--- config.mk ---
export PLATFORM = sky130hd
export DESIGN_NAME = rx_byte_fifo
export DESIGN_NICKNAME = d
export VERILOG_FILES = /design/src/rtl/rx_byte_fifo.sv
export SDC_FILE = /design/constraint.sdc
export NUM_CORES = 1
export LEC_CHECK = 0
export ABC_AREA = 1
export BUFFER_PORTS_ARGS = -buffer_cell sky130_fd_sc_hd__clkbuf_2
export CAP_MARGIN = 20
export CORE_AREA = 5 5 123 125
export DETAILED_ROUTE_END_ITERATION = 6
export DIE_AREA = 0 0 128 130
export PLACE_DENSITY = 0.7
export SETUP_SLACK_MARGIN = 0.02
export SYNTH_ARGS = -nofsm -noshare
export SYNTH_HDL_FRONTEND = slang
export SYNTH_SLANG_ARGS = --single-unit
--- constraint.sdc ---
create_clock -name clk -period 4.4 [get_ports clk]
set_input_delay 0.44 -clock clk [delete_from_list [all_inputs] [get_ports clk]]
set_output_delay 0.44 -clock clk [all_outputs]
set_load 0.01 [all_outputs]
--- src/rtl/rx_byte_fifo.sv ---
// Receive byte buffer: write-strobe qualification, DEPTH-entry FIFO with registered pop
// and sticky overflow, plus a WIN-entry window of the most recent write-event bytes.
module rx_byte_fifo #(
  parameter int DATA_W  = 8,
  parameter int DEPTH   = 16,
  parameter int WIN     = 3,
  parameter int EDGE_IN = 1
) (
  input  logic                      clk,
  input  logic                      rst,
  input  logic                      wr_in,
  input  logic [DATA_W-1:0]         din,
  input  logic                      rd_en,
  output logic [DATA_W-1:0]         dout,
  output logic                      dout_valid,
  output logic                      empty,
  output logic                      full,
  output logic [$clog2(DEPTH):0]    count,
  output logic                      overflow,
  input  logic                      clr_ovf,
  output logic [WIN*DATA_W-1:0]     window
);

  localparam int PW = $clog2(DEPTH);
  localparam int CW = PW + 1;

  logic [DATA_W-1:0]     mem_q [DEPTH];
  logic [PW-1:0]         wptr_q, wptr_d;
  logic [PW-1:0]         rptr_q, rptr_d;
  logic [CW-1:0]         count_q, count_d;
  logic [DATA_W-1:0]     dout_q, dout_d;
  logic                  dout_valid_q, dout_valid_d;
  logic                  ovf_q, ovf_d;
  logic [WIN*DATA_W-1:0] window_q, window_d;
  logic [WIN*DATA_W-1:0] win_shift;
  logic                  wr_in_q;

  logic wr_evt, rd_ok, wr_ok, drop, is_empty, is_full;

  // Loads 1 in reset so a level held high across reset release is not seen as a rising edge.
  always_ff @(posedge clk) begin
    if (rst) wr_in_q <= 1'b1;
    else     wr_in_q <= wr_in;
  end

  assign wr_evt   = (EDGE_IN != 0) ? (wr_in & ~wr_in_q) : wr_in;
  assign is_empty = (count_q == '0);
  assign is_full  = (count_q == CW'(DEPTH));
  assign rd_ok    = rd_en & ~is_empty;
  // A pop in the same cycle frees a slot, so a write into a full FIFO is still accepted.
  assign wr_ok    = wr_evt & (~is_full | rd_ok);
  assign drop     = wr_evt & is_full & ~rd_ok;

  generate
    if (WIN == 1) begin : g_win1
      assign win_shift = din;
    end else begin : g_winn
      assign win_shift = {window_q[(WIN-1)*DATA_W-1:0], din};
    end
  endgenerate

  always_comb begin
    wptr_d       = wptr_q;
    rptr_d       = rptr_q;
    count_d      = count_q;
    dout_d       = dout_q;
    dout_valid_d = 1'b0;
    ovf_d        = ovf_q;
    window_d     = window_q;

    if (wr_ok) wptr_d = wptr_q + PW'(1);
    if (rd_ok) begin
      rptr_d       = rptr_q + PW'(1);
      dout_d       = mem_q[rptr_q];
      dout_valid_d = 1'b1;
    end

    unique case ({wr_ok, rd_ok})
      2'b10:   count_d = count_q + CW'(1);
      2'b01:   count_d = count_q - CW'(1);
      default: count_d = count_q;
    endcase

    // Set has priority over clear when both happen in one cycle.
    if (drop)         ovf_d = 1'b1;
    else if (clr_ovf) ovf_d = 1'b0;

    if (wr_evt) window_d = win_shift;
  end

  always_ff @(posedge clk) begin
    if (rst) begin
      wptr_q       <= '0;
      rptr_q       <= '0;
      count_q      <= '0;
      dout_q       <= '0;
      dout_valid_q <= 1'b0;
      ovf_q        <= 1'b0;
      window_q     <= '0;
    end else begin
      wptr_q       <= wptr_d;
      rptr_q       <= rptr_d;
      count_q      <= count_d;
      dout_q       <= dout_d;
      dout_valid_q <= dout_valid_d;
      ovf_q        <= ovf_d;
      window_q     <= window_d;
    end
  end

  // Storage needs no reset; the pointers define which entries are live.
  always_ff @(posedge clk) begin
    if (wr_ok) mem_q[wptr_q] <= din;
  end

  assign dout       = dout_q;
  assign dout_valid = dout_valid_q;
  assign empty      = is_empty;
  assign full       = is_full;
  assign count      = count_q;
  assign overflow   = ovf_q;
  assign window     = window_q;

endmodule

Yosys cells after proc, flatten, opt, wreduce, memory -nomap -nowiden
Memory sizes are Yosys's and may differ from the RTL's. A register that Yosys moved wholly into a read port is not among the register bits.
Index checks and enable logic that the tools add are counted.

operators by class
  $add $sub $neg = 4
  equality and inequality tests = 3
  mux-type cells = 6
  bitwise operators = 10
  reduce and logical (&&, ||, !) cells = 3

operators with widths
  cell                                                                    number
  5-bit case mux with 2 select lines                                      1
  4-bit by 1-bit adder with 4-bit output (second input constant)          2
  5-bit by 1-bit adder with 5-bit output (second input constant)          1
  1-bit AND                                                               5
  5-bit equality test (second input constant)                             1
  5-bit logical NOT                                                       1
  1-bit 2-to-1 mux                                                        5
  5-bit by 1-bit subtractor with 5-bit output (second input constant)     1
  1-bit inverter                                                          4
  2-bit nonzero test                                                      2
  2-bit by 1-bit equality test with 1-bit output (second input constant)  1
  2-bit equality test (second input constant)                             1
  1-bit bitwise OR                                                        1

storage, ports and cells
  flip-flop bits (word level) = 40
  RAM bits = 128
  input bits = 13
  output and inout bits = 41
  logic and storage cells = 34
  memories = 1

memories
  memory  words  width  rd ports  clocked after Yosys merged registers in  write ports  RTL line  RTL
  mem_q   16     8      1         1                                        1            27        logic [DATA_W-1:0] mem_q [DEPTH];

Longest topological paths before layout
  depth after elaboration = 7
  mapped depth = 16

Least setup slack after synthesis
Ideal clock, no wire load.

  kind = reg-to-reg
  start = reg count_q[1], in the netlist count[1]
  end = reg count_q[4], in the netlist count[4]
  arrival time = 1.727 ns
  data required time = 4.285 ns
  path slack = 2.558 ns
  stages on the path, launching flop included = 16
  buffers on the path = 0
  period minus slack after synthesis = 1.842 ns
  cells stage by stage = dfxtp_1 -> nor2_2 -> nand3_2 -> nand2_4 -> inv_2 -> nand2_2 -> inv_1 -> ha_1 -> nand2_1 -> inv_1 -> nand2_1 -> nand2_1 -> inv_1 -> nand3_2 -> a21oi_1 -> nor2_1

between the ends
  cells in the longest elaborated chain, start to end = 7

ends and longest elaborated chain
  item                                                                                          RTL line  RTL
  start: declaration                                                                            30        logic [CW-1:0] count_q, count_d;
  start signal: assignment                                                                      103       count_q <= count_d;
  5-bit logical NOT                                                                             47        assign is_empty = (count_q == '0);
  1-bit inverter                                                                                49        assign rd_ok = rd_en & ~is_empty;
  1-bit AND                                                                                     49
  1-bit bitwise OR                                                                              51        assign wr_ok = wr_evt & (~is_full | rd_ok);
  1-bit AND                                                                                     51
  2-bit by 1-bit equality test with 1-bit output / 2-bit equality test (equally long branches)  78        unique case ({wr_ok, rd_ok})
  5-bit case mux with 2 select lines / 2-bit nonzero test (equally long branches)               n/a

Several ways; a longest one is shown, not always the timed one.
A chain may end at the register's enable or synchronous reset.

Worst setup path after layout
  start = reg wr_in_q
  end = reg count_q[4], in the netlist count[4]

between the ends
  cells in the longest elaborated chain, start to end = 5

ends and longest elaborated chain
  item                                                                                          RTL line  RTL
  start: declaration                                                                            36        logic wr_in_q;
  start signal: assignment                                                                      43        else wr_in_q <= wr_in;
  1-bit inverter *                                                                              46        assign wr_evt = (EDGE_IN != 0) ? (wr_in & ~wr_in_q) : wr_in;
  1-bit AND *                                                                                   46
  1-bit AND *                                                                                   51
  2-bit by 1-bit equality test with 1-bit output / 2-bit equality test (equally long branches)  78
  5-bit case mux with 2 select lines / 2-bit nonzero test (equally long branches)               n/a

Mark *: on every way between the ends. The rest lies on a longest branch, timed or not.

==> results.md <==
* Total GRT Usage at 0.2232
* H-tree Lvls at 4
* Crit path kind: flop to flop
* Worst Path Arrival at 3.25 ns
* Fraction of registers with async set/reset at 0
* Cells after synthesis at around 790
* Slew Limit Fails at 0
* CP most frequent cell: nand2_1
* Synth Warn # at 0
* Layout Nets at between 800 and 900
* Die area at between 15,000 and 20,000 sq um
* Pre-antenna DRT Iters at 5
* Leakage at between 0.003 and 0.004 uW
* Buffers on Ports at between 50 and 60
* Crit Path Max Fanout at 29
* Cts hold-fix bufs at 0
* Fmax achieved at 342.4 MHz
* Avg Inst Size Synth at 9.524 sq um
* HPWL after detailed placement at around 12,000 um
* VDD IR max at 314.5 uV
* Worst slew pin tran at 1.084 ns
* Non-Filler Instances at 1,020
* Vias in the first global route at about 5,400
* Most instantiated library cell after synthesis: nand2_1
* Commonest cells in the netlist: 223 x nand2_1, 128 x edfxtp_1, 96 x nand3_1
* Final period utilization at 0.6637
* Clock power share at 0.341
* Final Hold Viols at 0
* Clock sinks at about 180
* First-pass GRT wire length at approximately 28,000 um
* Final core occ at 0.6129
* Ports at between 50 and 60
* Sequential area share after synthesis at 0.6394
* 1st-iter DRT viols at approximately 350
* Min-Delay Endpoint: wr_in_q
* GRT overflow at 0
* Reg-to-reg slack, setup at about 1.5 ns
* Min-delay src: wr_in
* # fillers at between 1,000 and 1,500
* Rows at 43
* DR vias/cell at roughly 5.3
* Final setup vio count at 0
* Setup TNS at 0 ns
* DRC viols at 0
* Switching pwr at 1452 uW
* Seq pwr share at 0.414
* Post-synth EDFFs at 128
* Largest net degree at the start of global routing at 67
* Via count at ~5,500
* Delay-heaviest family, CP: simple AND/OR/NAND/NOR gates
* Mapped Nets at 811
* RR Startpoint: wr_in_q
* FF-to-FF End: count[4]
* Core Area at between 10,000 and 15,000 sq um
* WHS Path Cells at 3
* Worst-path cell chain: nor2_2, inv_2, nand2_2, inv_1, ha_1, nand2_1, inv_1, nand2_1, nand2_1, nand4_1, a21oi_1, nor2_1
* Wire per inst at approximately 17 um
* Setup bufs post-CTS at 0
* Critical path launch point type: flop
* DRT Wirelength at between 15,000 and 20,000 um
* Worst r2r path cells at 12
* Cells after DPL at between 900 and 1,000
* Synth Flop Type: edfxtp_1
* Post-synth top area cell: edfxtp_1
* Flops & latches, synth at between 150 and 200
* Layout cells sized above 1 at 0.1179
* Root Driver: clkbuf_16
* Gpl congestion at between 0.9 and 1
* Logic pwr share at 0.244
* Buffers & Inverters on Critical Path at 3
* Area delta synth->final at 12.34%
* Synth area leaders: edfxtp_1 51%, dfxtp_1 13%, nand2_1 11%, nand3_1 6.4%, nor2_1 4.6%
* Max-cap viol count at 0
* Initial antenna violation count at 0
* Worst skew pair latency at between 0.4 and 0.5 ns
* Area share of the leading cell type in the synthesized netlist at 0.5115
* Slowest cell on the critical path: nor2_2
* Int Pwr at ~3200 uW
* CP max stage delay at approximately 0.76 ns
* Chip width at around 130 um
* Syn Std Cell Area at between 7000 and 8000 sq um
* CP required at 4.72 ns
* Slew HR at 0.2760
* RSZ-0062 raised after global routing: false
* CTS clk-pin slew, worst paths at around 0.060 ns
* Hold crit path type: input pin to flop
* Sw frac at 0.3115
* CTS tree: done
* Die height at roughly 130 um
* Post-cts gate resize count at 0
* Total CTS buffers at 17
* Final Critical Period at just under 3 ns
* Synth unique cells at 26
* Routed Antenna Nets at 0
* Antenna cells at 0
* CTS Buffer Depth at 2
* Initial Util at 0.5456
* Pwr/cell area at ~550 nW/um^2
* Outcome: completed
* CP Capture Type: flop
* Max Clock Skew at around 0.007 ns
-- worst min-delay path, delay by kind of cell --
kind	cells	cell delay, ns
buffers and inverters	2	0.11
AND/OR/NAND/NOR	1	0.05
-- worst max path at each step --
stage,startpoint,endpoint,cells past startpoint
after detailed placement,wr_in,count[4],14
after CTS,wr_in_q,count[4],12
after floorplan,count[1],count[4],15
final,wr_in_q,count[4],12
after global placement,wr_in,count[4],15
after global routing,wr_in_q,count[4],12
-- layout by cell type, fill, tap and decap left out, drive strengths merged, types with 5 or more instances in the layout --
cell type,n
nor2,96
o21ai,33
inv,98
a21oi,9
edfxtp,128
dfxtp,48
bufinv,5
clkbuf,72
ha,8
nand3,99
nand2,227
clkinv,9
-- sequential cells by signal (all words and copies together) (netlist names) --
register and flops:
mem_q 128, window 24, dout 8, count 5
rptr_q 4, wptr_q 4, dout_valid 1, overflow 1
wr_in_q 1
-- per-stage QoR --
step | setup WS [ns] | area [sq um] | hold slack, ns | total power (uW)
finish | 1.480 | 8442 | 0.2007 | 4661
global route | 1.108 | 8442 | 0.2044 | 4910
CTS | 1.492 | 8442 | 0.1907 | 4675
detailed placement | 1.261 | 7818 | 0.4728 | 3093
global placement | 1.408 | 7818 | 0.4548 | 3058
floorplan | 2.558 | 7515 | 0.4821 | 2808
-- final cells by class --
| cell class | instances | area, sq um | area share |
|---|---|---|---|
| repair buffers | 55 | 280.3 | 0.03320 |
| inverters | 99 | 371.6 | 0.04402 |
| flip-flops and latches | 176 | 4806 | 0.5693 |
| clock buffers | 19 | 432.9 | 0.05128 |
| clock inverters | 13 | 191.4 | 0.02268 |
| well taps | 180 | 225.2 | 0.02668 |
| multi-input cells | 478 | 2135 | 0.2529 |
-- power by group through the flow --
stage                     clock (uW)  sequential, uW  combinational (uW)
after global placement             0            1960                1090
after global routing            1680            1940                1290
final                           1590            1930                1140
after floorplan                    0            1980                 830
after CTS                       1600            1930                1140
after detailed placement           0            1970                1130
-- cells by family after synthesis --
logic type	after synthesis	share of synthesized area
simple gates	424	0.2346
buf+inv	135	0.07659
flops	176	0.6394
xor+xnor	3	0.003497
fa+ha+maj	9	0.01598
compound gates	42	0.02997
-- routing by layer --
metal / vias to the layer above / wire, um / GRT usage
met5: - / 0 / 0
li1: 2613 / - / -
met2: 179 / 8973 / 0.3802
met4: 0 / 363 / 0.08489
met3: 30 / 1125 / 0.04830
met1: 2631 / 7264 / 0.2816
Power figures use the tool's default switching activity.
